**src/rtl/alu_seq_seg_if.sv**
```systemverilog
// Operand/op request, result flags and display bus between the front panel and alu_seq_seg.
// Master drives the request; slave (the ALU) drives result, status and display lines.
interface alu_seq_seg_if #(
  parameter int unsigned WIDTH = 4
);
  localparam int unsigned RES_W = 2 * WIDTH;
  localparam int unsigned NDIG  = (RES_W + 3) / 4;

  logic             start;
  logic [2:0]       sel;
  logic [WIDTH-1:0] in1;
  logic [WIDTH-1:0] in2;
  logic             busy;
  logic             done;
  logic [RES_W-1:0] result;
  logic             neg;
  logic             ovf;
  logic [0:6]       seg;
  logic [NDIG-1:0]  dig_en;

  modport master (
    output start, sel, in1, in2,
    input  busy, done, result, neg, ovf, seg, dig_en
  );

  modport slave (
    input  start, sel, in1, in2,
    output busy, done, result, neg, ovf, seg, dig_en
  );
endinterface

```
**src/rtl/alu_seq_seg.sv**
```systemverilog
// Sequential ALU with accumulator, iterative shift-add multiplier and a
// multiplexed hex 7-segment scanner that shows the held result.
module alu_seq_seg #(
  parameter int unsigned WIDTH    = 4,
  parameter int unsigned SCAN_DIV = 4
) (
  input  logic         clk,
  input  logic         rst,
  alu_seq_seg_if.slave bus
);
  localparam int unsigned RES_W = 2 * WIDTH;
  localparam int unsigned NDIG  = (RES_W + 3) / 4;
  localparam int unsigned PAD_W = NDIG * 4;
  localparam int unsigned CNT_W = $clog2(WIDTH + 1);
  localparam int unsigned SC_W  = (SCAN_DIV > 1) ? $clog2(SCAN_DIV) : 1;
  localparam int unsigned IDX_W = (NDIG > 1) ? $clog2(NDIG) : 1;

  localparam logic [2:0] OP_ADD = 3'd0;
  localparam logic [2:0] OP_SUB = 3'd1;
  localparam logic [2:0] OP_AND = 3'd2;
  localparam logic [2:0] OP_OR  = 3'd3;
  localparam logic [2:0] OP_XOR = 3'd4;
  localparam logic [2:0] OP_MUL = 3'd5;
  localparam logic [2:0] OP_ACC = 3'd6;

  typedef enum logic [0:0] {S_IDLE, S_MUL} state_t;

  state_t           r_state;
  logic             r_busy;
  logic             r_done;
  logic             r_neg;
  logic             r_ovf;
  logic [RES_W-1:0] r_result;
  logic [RES_W-1:0] r_acc;
  logic [RES_W-1:0] r_prod;
  logic [RES_W-1:0] r_mcand;
  logic [WIDTH-1:0] r_mplier;
  logic [CNT_W-1:0] r_cnt;
  logic [SC_W-1:0]  r_scan;
  logic [IDX_W-1:0] r_idx;
  logic [NDIG-1:0]  r_dig_en;
  logic [0:6]       r_seg;

  logic [RES_W:0]   w_acc_sum;
  logic [RES_W-1:0] w_prod_nxt;
  logic [IDX_W-1:0] w_idx_nxt;
  logic [PAD_W-1:0] w_res_pad;
  logic [3:0]       w_nib;

  function automatic logic [6:0] hex7(input logic [3:0] n);
    case (n)
      4'h0: hex7 = 7'b1111110;
      4'h1: hex7 = 7'b0110000;
      4'h2: hex7 = 7'b1101101;
      4'h3: hex7 = 7'b1111001;
      4'h4: hex7 = 7'b0110011;
      4'h5: hex7 = 7'b1011011;
      4'h6: hex7 = 7'b1011111;
      4'h7: hex7 = 7'b1110000;
      4'h8: hex7 = 7'b1111111;
      4'h9: hex7 = 7'b1111011;
      4'hA: hex7 = 7'b1110111;
      4'hB: hex7 = 7'b0011111;
      4'hC: hex7 = 7'b1001110;
      4'hD: hex7 = 7'b0111101;
      4'hE: hex7 = 7'b1001111;
      default: hex7 = 7'b1000111;
    endcase
  endfunction

  always_comb begin
    w_acc_sum  = {1'b0, r_acc} + (RES_W + 1)'(bus.in1);
    w_prod_nxt = r_prod + (r_mplier[0] ? r_mcand : '0);
  end

  // Op capture, single-cycle ops and the shift-add multiply sequence.
  always_ff @(posedge clk or posedge rst) begin
    if (rst) begin
      r_state  <= S_IDLE;
      r_busy   <= 1'b0;
      r_done   <= 1'b0;
      r_neg    <= 1'b0;
      r_ovf    <= 1'b0;
      r_result <= '0;
      r_acc    <= '0;
      r_prod   <= '0;
      r_mcand  <= '0;
      r_mplier <= '0;
      r_cnt    <= '0;
    end else begin
      r_done <= 1'b0;
      case (r_state)
        S_IDLE: begin
          if (bus.start) begin
            r_done <= (bus.sel != OP_MUL);
            case (bus.sel)
              OP_ADD: begin
                r_result <= RES_W'(bus.in1) + RES_W'(bus.in2);
                r_neg    <= 1'b0;
              end
              OP_SUB: begin
                r_result <= RES_W'(bus.in1) - RES_W'(bus.in2);
                r_neg    <= (bus.in1 < bus.in2);
              end
              OP_AND: begin
                r_result <= RES_W'(bus.in1 & bus.in2);
                r_neg    <= 1'b0;
              end
              OP_OR: begin
                r_result <= RES_W'(bus.in1 | bus.in2);
                r_neg    <= 1'b0;
              end
              OP_XOR: begin
                r_result <= RES_W'(bus.in1 ^ bus.in2);
                r_neg    <= 1'b0;
              end
              OP_MUL: begin
                r_state  <= S_MUL;
                r_busy   <= 1'b1;
                r_cnt    <= '0;
                r_prod   <= '0;
                r_mcand  <= RES_W'(bus.in1);
                r_mplier <= bus.in2;
              end
              OP_ACC: begin
                r_acc    <= w_acc_sum[RES_W-1:0];
                r_result <= w_acc_sum[RES_W-1:0];
                r_ovf    <= w_acc_sum[RES_W];
                r_neg    <= 1'b0;
              end
              default: begin
                r_acc    <= '0;
                r_result <= '0;
                r_neg    <= 1'b0;
                r_ovf    <= 1'b0;
              end
            endcase
          end
        end
        S_MUL: begin
          r_prod   <= w_prod_nxt;
          r_mcand  <= r_mcand << 1;
          r_mplier <= r_mplier >> 1;
          r_cnt    <= r_cnt + CNT_W'(1);
          // Last partial product folds straight into the result.
          if (r_cnt == CNT_W'(WIDTH - 1)) begin
            r_state  <= S_IDLE;
            r_busy   <= 1'b0;
            r_done   <= 1'b1;
            r_neg    <= 1'b0;
            r_result <= w_prod_nxt;
          end
        end
        default: r_state <= S_IDLE;
      endcase
    end
  end

  always_comb begin
    w_idx_nxt = r_idx;
    if (r_scan == SC_W'(SCAN_DIV - 1)) begin
      w_idx_nxt = (r_idx == IDX_W'(NDIG - 1)) ? '0 : r_idx + IDX_W'(1);
    end
    w_res_pad = PAD_W'(r_result);
    w_nib     = 4'(w_res_pad >> {w_idx_nxt, 2'b00});
  end

  // Digit scanner: dig_en and seg change on the same edge.
  always_ff @(posedge clk or posedge rst) begin
    if (rst) begin
      r_scan   <= '0;
      r_idx    <= '0;
      r_dig_en <= NDIG'(1);
      r_seg    <= 7'b1111110;
    end else begin
      r_scan   <= (r_scan == SC_W'(SCAN_DIV - 1)) ? '0 : r_scan + SC_W'(1);
      r_idx    <= w_idx_nxt;
      r_dig_en <= NDIG'(1) << w_idx_nxt;
      r_seg    <= hex7(w_nib);
    end
  end

  assign bus.busy   = r_busy;
  assign bus.done   = r_done;
  assign bus.result = r_result;
  assign bus.neg    = r_neg;
  assign bus.ovf    = r_ovf;
  assign bus.seg    = r_seg;
  assign bus.dig_en = r_dig_en;

endmodule

```
**src/flat_wrapper.sv**
```systemverilog
// flat-port wrapper written by rule: the top's interface ports become plain ports
module alu_seq_seg_flat 
#(
  parameter int unsigned WIDTH    = 4,
  parameter int unsigned SCAN_DIV = 4
)
  (clk, rst, bus_start, bus_sel, bus_in1, bus_in2, bus_busy, bus_done, bus_result, bus_neg, bus_ovf, bus_seg, bus_dig_en);
  alu_seq_seg_if #(.WIDTH(WIDTH)) bus_i ();
  input  logic clk;
  input  logic rst;
  input wire logic [$bits(bus_i.start)-1:0] bus_start;
  input wire logic [$bits(bus_i.sel)-1:0] bus_sel;
  input wire logic [$bits(bus_i.in1)-1:0] bus_in1;
  input wire logic [$bits(bus_i.in2)-1:0] bus_in2;
  output wire logic [$bits(bus_i.busy)-1:0] bus_busy;
  output wire logic [$bits(bus_i.done)-1:0] bus_done;
  output wire logic [$bits(bus_i.result)-1:0] bus_result;
  output wire logic [$bits(bus_i.neg)-1:0] bus_neg;
  output wire logic [$bits(bus_i.ovf)-1:0] bus_ovf;
  output wire logic [$bits(bus_i.seg)-1:0] bus_seg;
  output wire logic [$bits(bus_i.dig_en)-1:0] bus_dig_en;
  assign bus_i.start = bus_start;
  assign bus_i.sel = bus_sel;
  assign bus_i.in1 = bus_in1;
  assign bus_i.in2 = bus_in2;
  assign bus_busy = bus_i.busy;
  assign bus_done = bus_i.done;
  assign bus_result = bus_i.result;
  assign bus_neg = bus_i.neg;
  assign bus_ovf = bus_i.ovf;
  assign bus_seg = bus_i.seg;
  assign bus_dig_en = bus_i.dig_en;
  alu_seq_seg #(.WIDTH(WIDTH), .SCAN_DIV(SCAN_DIV)) u_core (.clk(clk), .rst(rst), .bus(bus_i));
endmodule
```
**config.mk**
```make
export PLATFORM = sky130hd
export DESIGN_NAME = alu_seq_seg_flat
export DESIGN_NICKNAME = d
export VERILOG_FILES = /design/src/rtl/alu_seq_seg_if.sv /design/src/rtl/alu_seq_seg.sv /design/src/flat_wrapper.sv
export SDC_FILE = /design/constraint.sdc
export NUM_CORES = 1
export LEC_CHECK = 0
export ABC_AREA = 1
export BUFFER_PORTS_ARGS = -buffer_cell sky130_fd_sc_hd__buf_2
export CAP_MARGIN = 20
export CORE_MARGIN = 2
export CORE_UTILIZATION = 42
export CTS_CLUSTER_SIZE = 12
export DETAILED_ROUTE_END_ITERATION = 10
export SLEW_MARGIN = 5
export SYNTH_ARGS = -nofsm -noshare
export SYNTH_HDL_FRONTEND = slang
export SYNTH_SLANG_ARGS = --single-unit
```
**constraint.sdc**
```tcl
create_clock -name clk -period 1.99 [get_ports clk]
set_clock_uncertainty 0.2 [all_clocks]
set_input_delay 0.0995 -clock clk [delete_from_list [all_inputs] [get_ports clk]]
set_output_delay 0.0995 -clock clk [all_outputs]
set_load 0.005 [all_outputs]
```
==> results.sh <==
export IMPL_min_delay_start="bus_in1[1]"
export IMPL_antenna_found_initial=0
export IMPL_worst_setup_path_type="register to register"
export IMPL_yosysWarnings=0
export IMPL_drtPass1Iterations=4
export IMPL_ys_types=41
export IMPL_routed_wl_um=9170
export IMPL_synth_avg_cell_area_um2=7.88
export IMPL_violations="setup timing"
export IMPL_clock_sinks=55
export IMPL_drc_errors=0
export IMPL_status="complete, but fails checks"
export IMPL_hpwl_um=6690
export IMPL_leakagePower_nw=2.38
export IMPL_r2r_end="u_core.bus.seg[1]"
export IMPL_hold_viol=0
export IMPL_syn_to_final_growth_pct=31.0
export IMPL_dp_slack_ns=-0.107
export IMPL_netlist_area_um2=3620
export IMPL_finalWorstSetupSlack_ns=-0.0438
export IMPL_vdd_ir_drop_max_mv=0.480
export IMPL_gp_congestion=0.897
export IMPL_synth_nets=511
export IMPL_critPathCaptureType="register"
export IMPL_drt_wirelength_per_cell_um=14.2
export IMPL_root_buffer="clkbuf_8"
export IMPL_fin_crit_sh_pct=102
export IMPL_die_area_um2=9370
export IMPL_coreArea_um2=8300
export IMPL_whs_endpoint="u_core.r_mcand[1]"
export IMPL_grt_pass1_vias=3222
export IMPL_layout_drive_gt1_share_pct=33.6
export IMPL_drtIter0Drc=92
export IMPL_use_met1_pct=25.6
export IMPL_r2r_setup_slack_ns=-0.04
export IMPL_min_period_ns=2.03
export IMPL_cp_data_required_time_ns=2.05
export IMPL_grt_max_degree=28
export IMPL_worstPathArrival_ns=2.09
export IMPL_clk_path_buf_depth=2
export IMPL_seq_area_frac_synth_pct=38.3
export IMPL_initial_utilization_pct=43.6
export IMPL_gr_usage_met3_pct=2.60
export IMPL_drt_vias_per_instance=5.14
export IMPL_worst_slew_pin_slew_ns=0.604
export IMPL_cap_violations=0
export IMPL_antenna_cells=0
export IMPL_nets=590
export IMPL_groute_usage_overall_pct=19.3
export IMPL_worstRegToRegCells=10
export IMPL_timing_fmax_mhz=492
export IMPL_insertion_delay_ns=0.31
export IMPL_cts_made_buffers=5
export IMPL_path_clk_slew_ns=0.11
export IMPL_power_density_nw_per_um2=1150
export IMPL_die_w_um=96.8
export IMPL_nFillCells=765
export IMPL_finalSetupViolations=4
export IMPL_top_usage_layer="met2"
export IMPL_p_total_mw=5.46
export IMPL_overflow=0
export IMPL_drtAntennaViolNets=0
export IMPL_rsz0062_at_grt="true"
export IMPL_cts_tree="yes"
export IMPL_relSlewSlack_pct=59.7
export IMPL_h_tree_depth=2
export IMPL_grt_pass1_wl_um=15000
export IMPL_pin_count=35
export IMPL_numPortBuffers=34
export IMPL_syn_inst=459
export IMPL_slew_viol_final=0
export IMPL_met2_usage_pct=32.9
export IMPL_worstHoldPathType="primary input to register"
export IMPL_die_h_um=96.8
export IMPL_vias=3313
export IMPL_min_path_cells=3
export IMPL_start_kind="register"
export IMPL_cp_max_fo=4
export IMPL_rows=33
export IMPL_ys_seq_elements=55
export IMPL_r2r_start="u_core.r_scan[1]"
==> registers in the layout (all words and copies together) (netlist names) <==
register,count
u_core.r_mplier,4
u_core.r_acc,8
u_core.r_cnt,3
u_core.bus.result,8
u_core.r_state,1
u_core.bus.dig_en,2
u_core.r_mcand,8
u_core.r_prod,8
u_core.bus.seg,7
u_core.bus.ovf,1
u_core.bus.busy,1
u_core.bus.neg,1
u_core.bus.done,1
u_core.r_scan,2
==> per-stage QoR <==
stage	std cells	hold WS, ns	utilization, %	TNS [ns]	cell area, um^2
after floorplan	459	0.0906	-	-0.0139	3620
after global placement	612	0.0127	48.9	-0.227	4060
after detailed placement	612	0.00956	48.9	-0.674	4060
after CTS	630	0.0128	52.1	-0.0685	4320
after global routing	644	0.0323	57.1	-1.06	4740
final	644	0.0229	57.1	-0.0950	4740
==> report_power, final <==
part           total, mW  leakage [nW]  internal, mW  switching [mW]
registers           1.82         0.702          1.54           0.285
logic               2.95          1.63          1.37            1.58
clock network      0.684        0.0474         0.286           0.398
==> kinds of logic after synthesis <==
kind of cell    after synthesis  synth area share (%)
xor+xnor                      1                 0.242
fa+ha+maj                    38                  14.0
compound gates               72                  13.0
simple gates                216                  25.7
buf+inv                      77                  8.79
flops                        55                  38.3
==> worst max-delay path by stage <==
stage                                  start  slack, ns              endpoint  depth (start not counted)
after floorplan             u_core.r_scan[0]      -0.01     u_core.bus.seg[3]                          9
after global placement    u_core.r_mplier[0]      -0.04  u_core.bus.result[6]                         10
after detailed placement  u_core.r_mplier[0]      -0.11  u_core.bus.result[6]                         10
after CTS                   u_core.r_scan[0]      -0.03     u_core.bus.seg[1]                         11
after global routing        u_core.r_scan[1]      -0.16     u_core.bus.seg[1]                         10
final                       u_core.r_scan[1]      -0.04     u_core.bus.seg[1]                         10
==> Yosys cell counts <==
library cell | count | area share (%)
a22o_1 | 3 | 0.73
o211ai_1 | 4 | 0.83
xor2_1 | 1 | 0.24
nand3_1 | 31 | 4.3
nor2_4 | 1 | 0.31
nand3b_1 | 2 | 0.42
o21ai_4 | 2 | 0.90
or2_1 | 1 | 0.17
dfstp_2 | 7 | 5.1
buf_2 | 5 | 0.69
inv_2 | 5 | 0.52
a21oi_4 | 1 | 0.45
fa_1 | 4 | 2.2
ha_1 | 34 | 12
a2bb2oi_1 | 1 | 0.24
o2111ai_1 | 1 | 0.24
o22ai_1 | 6 | 1.0
inv_1 | 58 | 6.0
a22oi_1 | 2 | 0.42
nor2_1 | 28 | 2.9
o21ai_1 | 4 | 0.55
nor3_1 | 8 | 1.1
or2_2 | 2 | 0.35
nand4_1 | 10 | 1.7
o21ai_0 | 20 | 2.8
nand2_4 | 1 | 0.31
o31ai_1 | 2 | 0.42
a31oi_1 | 3 | 0.52
a21oi_1 | 17 | 2.4
inv_4 | 4 | 0.69
a21oi_2 | 1 | 0.24
o221ai_1 | 2 | 0.48
buf_4 | 3 | 0.62
nor4_2 | 1 | 0.35
nand2_1 | 129 | 13
clkbuf_2 | 1 | 0.14
clkbuf_1 | 1 | 0.10
o21a_4 | 1 | 0.42
nand2_2 | 2 | 0.35
dfrtp_1 | 48 | 33
o21a_1 | 2 | 0.42
==> cell usage in the layout (no fill, tap or decap), types with 10 or more instances in the layout <==
master,instances
nand2_1,120
inv_1,47
dfrtp_1,47
buf_2,33
buf_4,33
nand3_1,23
nor2_1,23
ha_1,16
o21ai_0,15
ha_4,15
inv_2,13
a21oi_1,12
nand2_2,11
nand4_1,10
==> worst max-delay path: stages, from the launching register on <==
cell and delay, ns:
dfrtp_1 0.39, ha_2 0.19, or2_4 0.24, nand2_4 0.11, inv_4 0.04, o21a_4 0.21
buf_6 0.12, buf_6 0.11, o21ai_0 0.19, nand2_1 0.10, o21ai_2 0.06
==> layer usage <==
layer  vias up  share of wire [%]  wire [um]
met4         0                1.5        133
met2        66                 49       4480
met1      1578                 46       4240
li1       1660                  -          -
met5         -                  0          0
met3         9                3.4        313
==> final cells by class <==
class,instances,area [um^2],share of cell area (%)
clock buffers,6,82.6,1.74
clock inverters,2,16.3,0.343
inverters,67,269,5.68
multi-input cells,327,2260,47.8
flip-flops and latches,55,1390,29.3
well taps,105,131,2.77
repair buffers,82,589,12.4
==> timing repair <==
action,4_1_cts,5_1_grt
hold buffers,7,0
pin swaps,7,33
gates resized for setup,16,74
setup buffers,3,14
endpoints found under the hold margin,24,0
setup endpoints to repair,16,17
Power figures use the tool's default switching activity.
